`src/rtl/led_pattern_gen.sv`:
```
// -----------------------------------------------------------------------------
// led_pattern_gen
//
// Multi-channel LED driver. Every channel runs one of four modes (off, steady,
// bit-pattern, breathe), and a shared PWM counter applies a per-channel
// brightness to the result. A common prescaler turns the board clock into a
// slow tick. Each channel counts STEP_TICKS ticks per pattern/breathe step.
// A single-cycle write port loads one channel's configuration at a time.
//
// Parameters
//   CHANNELS     number of independent LED outputs (1..16)
//   CLK_HZ       input clock frequency
//   TICK_HZ      prescaler tick rate; DIV = CLK_HZ/TICK_HZ must be >= 2
//   STEP_TICKS   ticks per pattern/breathe step (>= 1)
//   PWM_BITS     brightness resolution
//   PATTERN_BITS length of the per-channel blink pattern
//
// Ports
//   CLK         system clock, rising edge
//   RST         asynchronous active-high reset
//   WR_EN       write strobe, one cycle per write
//   WR_ADDR     target channel; writes to addresses >= CHANNELS are dropped
//   WR_MODE     0 OFF, 1 ON, 2 PATTERN, 3 BREATHE
//   WR_PATTERN  blink pattern, consumed LSB first
//   WR_DUTY     brightness (0 = dark, all-ones = fully lit)
//   LED         registered LED drive, 1 = lit
//   STEP        one-cycle pulse on every prescaler tick
// -----------------------------------------------------------------------------
module led_pattern_gen #(
  parameter  int CHANNELS     = 4,
  parameter  int CLK_HZ       = 16000000,
  parameter  int TICK_HZ      = 1000,
  parameter  int STEP_TICKS   = 100,
  parameter  int PWM_BITS     = 8,
  parameter  int PATTERN_BITS = 16,
  localparam int AW           = (CHANNELS > 1) ? $clog2(CHANNELS) : 1
) (
  input  logic                    CLK,
  input  logic                    RST,
  input  logic                    WR_EN,
  input  logic [AW-1:0]           WR_ADDR,
  input  logic [1:0]              WR_MODE,
  input  logic [PATTERN_BITS-1:0] WR_PATTERN,
  input  logic [PWM_BITS-1:0]     WR_DUTY,
  output logic [CHANNELS-1:0]     LED,
  output logic                    STEP
);

  // ---------------------------------------------------------------------------
  // Derived sizes
  // ---------------------------------------------------------------------------
  localparam int DIV   = CLK_HZ / TICK_HZ;
  localparam int PRE_W = (DIV > 1) ? $clog2(DIV) : 1;
  localparam int SC_W  = (STEP_TICKS > 1) ? $clog2(STEP_TICKS) : 1;
  localparam int IDX_W = (PATTERN_BITS > 1) ? $clog2(PATTERN_BITS) : 1;

  localparam logic [PRE_W-1:0]    PRE_LAST  = PRE_W'(DIV - 1);
  localparam logic [SC_W-1:0]     STEP_LAST = SC_W'(STEP_TICKS - 1);
  localparam logic [IDX_W-1:0]    IDX_LAST  = IDX_W'(PATTERN_BITS - 1);
  localparam logic [PWM_BITS-1:0] PWM_MAX   = {PWM_BITS{1'b1}};
  localparam logic [PWM_BITS-1:0] PWM_ONE   = PWM_BITS'(1);

  // ---------------------------------------------------------------------------
  // Channel state
  // ---------------------------------------------------------------------------
  typedef enum logic [1:0] {
    MODE_OFF     = 2'd0,
    MODE_ON      = 2'd1,
    MODE_PATTERN = 2'd2,
    MODE_BREATHE = 2'd3
  } mode_e;

  typedef struct packed {
    mode_e                   mode;
    logic [PATTERN_BITS-1:0] pattern;
    logic [PWM_BITS-1:0]     duty;
    logic [SC_W-1:0]         step_cnt;  // ticks since the last step
    logic [IDX_W-1:0]        idx;       // current pattern bit
    logic [PWM_BITS-1:0]     level;     // breathe brightness
    logic                    dir;       // breathe direction, 0 = rising
  } chan_t;

  localparam chan_t CHAN_RESET = '{
    mode:     MODE_OFF,
    pattern:  '0,
    duty:     PWM_MAX,
    step_cnt: '0,
    idx:      '0,
    level:    '0,
    dir:      1'b0
  };

  chan_t                ch     [CHANNELS];
  chan_t                ch_nxt [CHANNELS];
  logic [CHANNELS-1:0]  led_nxt;

  logic [PRE_W-1:0]     pre;
  logic [PWM_BITS-1:0]  pwm;
  logic                 tick;
  logic                 wr_hit;

  assign tick   = (pre == PRE_LAST);
  // Zero-extend so the range check also works when CHANNELS is a power of two.
  assign wr_hit = WR_EN && (32'(WR_ADDR) < 32'(CHANNELS));

  // PWM gate: all-ones forces the LED fully on, otherwise lit while pwm < d.
  function automatic logic gate(input logic [PWM_BITS-1:0] d,
                                input logic [PWM_BITS-1:0] p);
    return (d == PWM_MAX) || (p < d);
  endfunction

  // ---------------------------------------------------------------------------
  // Per-channel next state: a write beats a coincident step event.
  // ---------------------------------------------------------------------------
  always_comb begin
    for (int i = 0; i < CHANNELS; i++) begin
      // NOTE: every output of this block gets a default first, so no path
      // leaves a bit unassigned and no latch can be inferred.
      ch_nxt[i] = ch[i];

      if (wr_hit && (WR_ADDR == AW'(i))) begin
        ch_nxt[i].mode     = mode_e'(WR_MODE);
        ch_nxt[i].pattern  = WR_PATTERN;
        ch_nxt[i].duty     = WR_DUTY;
        ch_nxt[i].step_cnt = '0;
        ch_nxt[i].idx      = '0;
        ch_nxt[i].level    = '0;
        ch_nxt[i].dir      = 1'b0;
      end else if (tick) begin
        if (ch[i].step_cnt == STEP_LAST) begin
          ch_nxt[i].step_cnt = '0;
          unique case (ch[i].mode)
            MODE_PATTERN: begin
              ch_nxt[i].idx = (ch[i].idx == IDX_LAST) ? '0 : ch[i].idx + 1'b1;
            end
            MODE_BREATHE: begin
              // Triangle 0..MAX..0: the direction flips on arrival at an
              // endpoint, so each endpoint is shown for exactly one step.
              if (!ch[i].dir) begin
                ch_nxt[i].level = ch[i].level + 1'b1;
                if (ch[i].level == PWM_MAX - PWM_ONE) ch_nxt[i].dir = 1'b1;
              end else begin
                ch_nxt[i].level = ch[i].level - 1'b1;
                if (ch[i].level == PWM_ONE) ch_nxt[i].dir = 1'b0;
              end
            end
            default: ;
          endcase
        end else begin
          ch_nxt[i].step_cnt = ch[i].step_cnt + 1'b1;
        end
      end
    end
  end

  // ---------------------------------------------------------------------------
  // LED drive, computed from the current registered state only.
  // ---------------------------------------------------------------------------
  always_comb begin
    led_nxt = '0;
    for (int i = 0; i < CHANNELS; i++) begin
      unique case (ch[i].mode)
        MODE_OFF:     led_nxt[i] = 1'b0;
        MODE_ON:      led_nxt[i] = gate(ch[i].duty, pwm);
        MODE_PATTERN: led_nxt[i] = ch[i].pattern[ch[i].idx] & gate(ch[i].duty, pwm);
        MODE_BREATHE: led_nxt[i] = gate(ch[i].level, pwm);
        default:      led_nxt[i] = 1'b0;
      endcase
    end
  end

  // ---------------------------------------------------------------------------
  // State registers. Prescaler and PWM are free-running and ignore writes.
  // ---------------------------------------------------------------------------
  always_ff @(posedge CLK or posedge RST) begin
    if (RST) begin
      pre  <= '0;
      pwm  <= '0;
      STEP <= 1'b0;
      LED  <= '0;
      // NOTE: the channel array is a handful of configuration flops, not a
      // RAM, so it is reset like any other register.
      for (int i = 0; i < CHANNELS; i++) ch[i] <= CHAN_RESET;
    end else begin
      pre  <= tick ? '0 : pre + 1'b1;
      pwm  <= pwm + 1'b1;
      STEP <= tick;
      LED  <= led_nxt;
      for (int i = 0; i < CHANNELS; i++) ch[i] <= ch_nxt[i];
    end
  end

endmodule

```
`config.mk`:
```
export PLATFORM = sky130hd
export DESIGN_NAME = led_pattern_gen
export DESIGN_NICKNAME = d
export VERILOG_FILES = /design/src/rtl/led_pattern_gen.sv
export SDC_FILE = /design/constraint.sdc
export NUM_CORES = 1
export LEC_CHECK = 0
export BUFFER_PORTS_ARGS = -buffer_cell sky130_fd_sc_hd__buf_2
export CELL_PAD_IN_SITES_DETAIL_PLACEMENT = 0
export CELL_PAD_IN_SITES_GLOBAL_PLACEMENT = 1
export CORE_MARGIN = 2
export CORE_UTILIZATION = 50
export DETAILED_ROUTE_END_ITERATION = 10
export GPL_ROUTABILITY_DRIVEN = 0
export PLACE_DENSITY_LB_ADDON = 0.1
export SLEW_MARGIN = 10
export SYNTH_ARGS = -nofsm -noshare
export SYNTH_HDL_FRONTEND = slang
export SYNTH_SLANG_ARGS = --single-unit
```
`constraint.sdc`:
```
create_clock -name CLK -period 8.3 [get_ports CLK]
set_input_delay 0.83 -clock CLK [delete_from_list [all_inputs] [get_ports CLK]]
set_output_delay 0.83 -clock CLK [all_outputs]
set_load 0.02 [all_outputs]
```
==> impl_metrics.py <==
metrics = {
    "status": {
        "outcome": "complete, no violations",
    },
    "floorplan": {
        "die_area_um2": 24800,
        "die_w_um": 157,
        "coreArea_um2": 23300,
        "io-pin-count": 36,
        "rows": 56,
        "start_util_pct": 50.5,
        "die_h_um": 157,
    },
    "setup_path": {
        "path_cells": "ha_1 -> nand2_1 -> or4_4 -> clkinv_2 -> buf_4 -> nand4b_4 -> or4_1 -> a21oi_1",
        "end_kind": "flop",
        "worstSetupPathType": "reg2reg",
        "r2r_cells": 8,
        "critical_path.startpoint_type": "flop",
        "slowest_delay_ps": 740,
        "slowest_stage": "or4_4",
        "cp_data_required_time_ps": 8760,
        "crit_arrival_ps": 3680,
        "worst-path-max-fanout": 51,
    },
    "routing": {
        "drc": 0,
        "drt_iter0_markers": 519,
        "vias_per_cell": 5.52,
        "ant_nets": 0,
        "dr.pass1.iters": 5,
        "drt-total-wl_um": 27000,
        "avgRoutedWirePerCell_um": 17.2,
        "vias": 8701,
    },
    "global_route": {
        "grt_pass1_vias": 8480,
        "grt_use_total_pct": 22.7,
        "grt_pass1_wl_um": 44900,
        "grt_start_max_net_pins": 145,
        "antenna_found_initial": 0,
        "gr-total-overflow": 0,
    },
    "worst_hold_path": {
        "min_path_cells": 1,
        "hold_class": "reg2reg",
    },
    "synthesis": {
        "seq_area_frac_synth_pct": 45.2,
        "synth_seq_cells": 211,
        "syn-num-nets": 1335,
        "async_reset_ff_share_pct": 100,
        "synth_edf_count": 0,
        "syn_area_per_cell_um2": 9.64,
        "synth_flop_cell": "dfrtp_1",
        "synthesis.area_um2": 11800,
        "yosys.cell_types.count": 69,
        "yosys_warnings": 0,
        "syn_inst": 1222,
    },
    "timing": {
        "worst_slack_ps": 5080,
        "period_share_pct": 38.8,
        "whs_ps": 463,
        "hold_violations": 0,
        "min_period_ps": 3220,
        "slew_viol_final": 0,
        "setup_violations": 0,
        "setup-tns-final_ps": 0,
        "maxSlewHeadroom_pct": 19.8,
        "tightestPinTransition_ps": 1190,
        "fmax_mhz": 310,
        "fin_worst_skew_ps": 16.9,
        "grt_setup_unrepaired": "no",
    },
    "job": {
        "drv_cap": 0,
    },
    "clock_network": {
        "clk_pin_slew_worst_paths_ps": 60,
        "root_buffer": "clkbuf_16",
        "clk_latency_ps": 540,
        "post_cts_buffers": 0,
        "numCtsBuffers": 25,
        "clock-sinks": 211,
        "clockBufferDepth": 3,
        "cts_tree": "done",
        "cts_resized": 0,
        "hold_buffers": 0,
        "cts-htree-levels": 1,
    },
    "placement": {
        "io_buffers": 35,
        "dpl_worst_slack_ps": 5110,
        "dp_hpwl_um": 17800,
    },
    "pwr": {
        "finalPower_mw": 2.57,
        "vdd_drop_max_mv": 0.212,
        "p_per_area_nw_per_um2": 197,
        "power.leakage_nw": 5.78,
    },
    "layout": {
        "final_cell_mix": "nand2_1, dfrtp_1, nor2_1",
        "final_common_cell": "nand2_1",
        "areaGrowthSynthToFinish_pct": 10.7,
        "antenna_cells": 0,
        "final_layout_size_suffix_gt1_share_pct": 14.7,
        "fillers": 2101,
        "register_area_um2": 5320,
        "nets": 1350,
        "multi_input_area_um2": 5990,
    },
}
worst max-delay path: cells and delay by family, from the launching register on:
| kind | cells | cell delay, ps |
|---|---|---|
| and+or+nand+nor | 4 | 1580 |
| buffers and inverters | 2 | 810 |
| DFF | 1 | 370 |
| adders and majority gates | 1 | 210 |
| AOI/OAI and AO/OA | 1 | 160 |
sequential cells by signal (all words and copies together) (netlist names):
| signal | flops |
|---|---|
| STEP | 1 |
| ch | 184 |
| pwm | 8 |
| LED | 4 |
| pre | 14 |
cell usage after synthesis (26+ instances only):
cell type | n | area [µm²]
a21oi_1 | 46 | 230
nor2_1 | 85 | 319
dfrtp_1 | 179 | 4480
ha_1 | 82 | 1030
clkbuf_1 | 43 | 161
dfstp_2 | 32 | 841
mux2_2 | 40 | 450
a211oi_1 | 26 | 195
o21ai_0 | 56 | 280
xnor2_1 | 36 | 315
nand2_1 | 202 | 758
inv_1 | 70 | 263
nand3_1 | 46 | 230
metrics by stage:
step | utilization [%] | cells | area (µm²)
floorplan | - | 1222 | 11800
global placement | 52.3 | 1529 | 12200
detailed placement | 52.3 | 1529 | 12200
CTS | 55.9 | 1575 | 13000
global route | 55.9 | 1575 | 13000
finish | 55.9 | 1575 | 13000
power by group:
part           switching (mW)  internal (mW)  leakage (nW)  total (mW)
registers              0.0564           1.14          2.67        1.20
logic                   0.147          0.110          2.70       0.257
clock network           0.437          0.674         0.413        1.11
total                   0.640           1.93          5.78        2.57
worst paths after layout:
| check | start | endpoint | slack [ps] |
|---|---|---|---|
| max in group asynchronous | RST | ch[50]$_DFFE_PP0P_ | 6250 |
| hold reg to reg | pre[0]$_DFF_PP0_ | pre[0]$_DFF_PP0_ | 460 |
| setup reg to reg | pre[0]$_DFF_PP0_ | ch[58]$_DFFE_PP0P_ | 5080 |
| hold / removal | pre[0]$_DFF_PP0_ | pre[0]$_DFF_PP0_ | 460 |
| setup / recovery | pre[0]$_DFF_PP0_ | ch[58]$_DFFE_PP0P_ | 5080 |
| min in group asynchronous | RST | ch[132]$_DFFE_PP0P_ | 490 |
per-layer routing:
layer / share of wire, % / track usage (%) / routed length [µm] / vias to the layer above
li1: - / - / - / 4336
met1: 48 / 32.0 / 13000 / 4205
met2: 47 / 37.0 / 12600 / 115
met3: 3.2 / 3.28 / 856 / 45
met4: 2.3 / 5.54 / 625 / 0
met5: 0 / 0 / 0 / -
cell families after synthesis:
group,synth area share (%)
XOR/XNOR,3.72
adder cells (fa/ha/maj),8.71
buffers and inverters,4.09
AO/OA/AOI/OAI,11.1
AND/OR/NAND/NOR,20.8
flip-flops,45.2
multiplexers,6.46
layout make-up:
type,instances,area share (%)
clock buffer,38,5.63
clock inverter,8,0.825
inverter,71,2.11
multi-input combinational,888,46.0
sequential,211,40.8
tap,319,3.06
timing repair buffer,40,1.63
(Power assumes the default switching activity.)
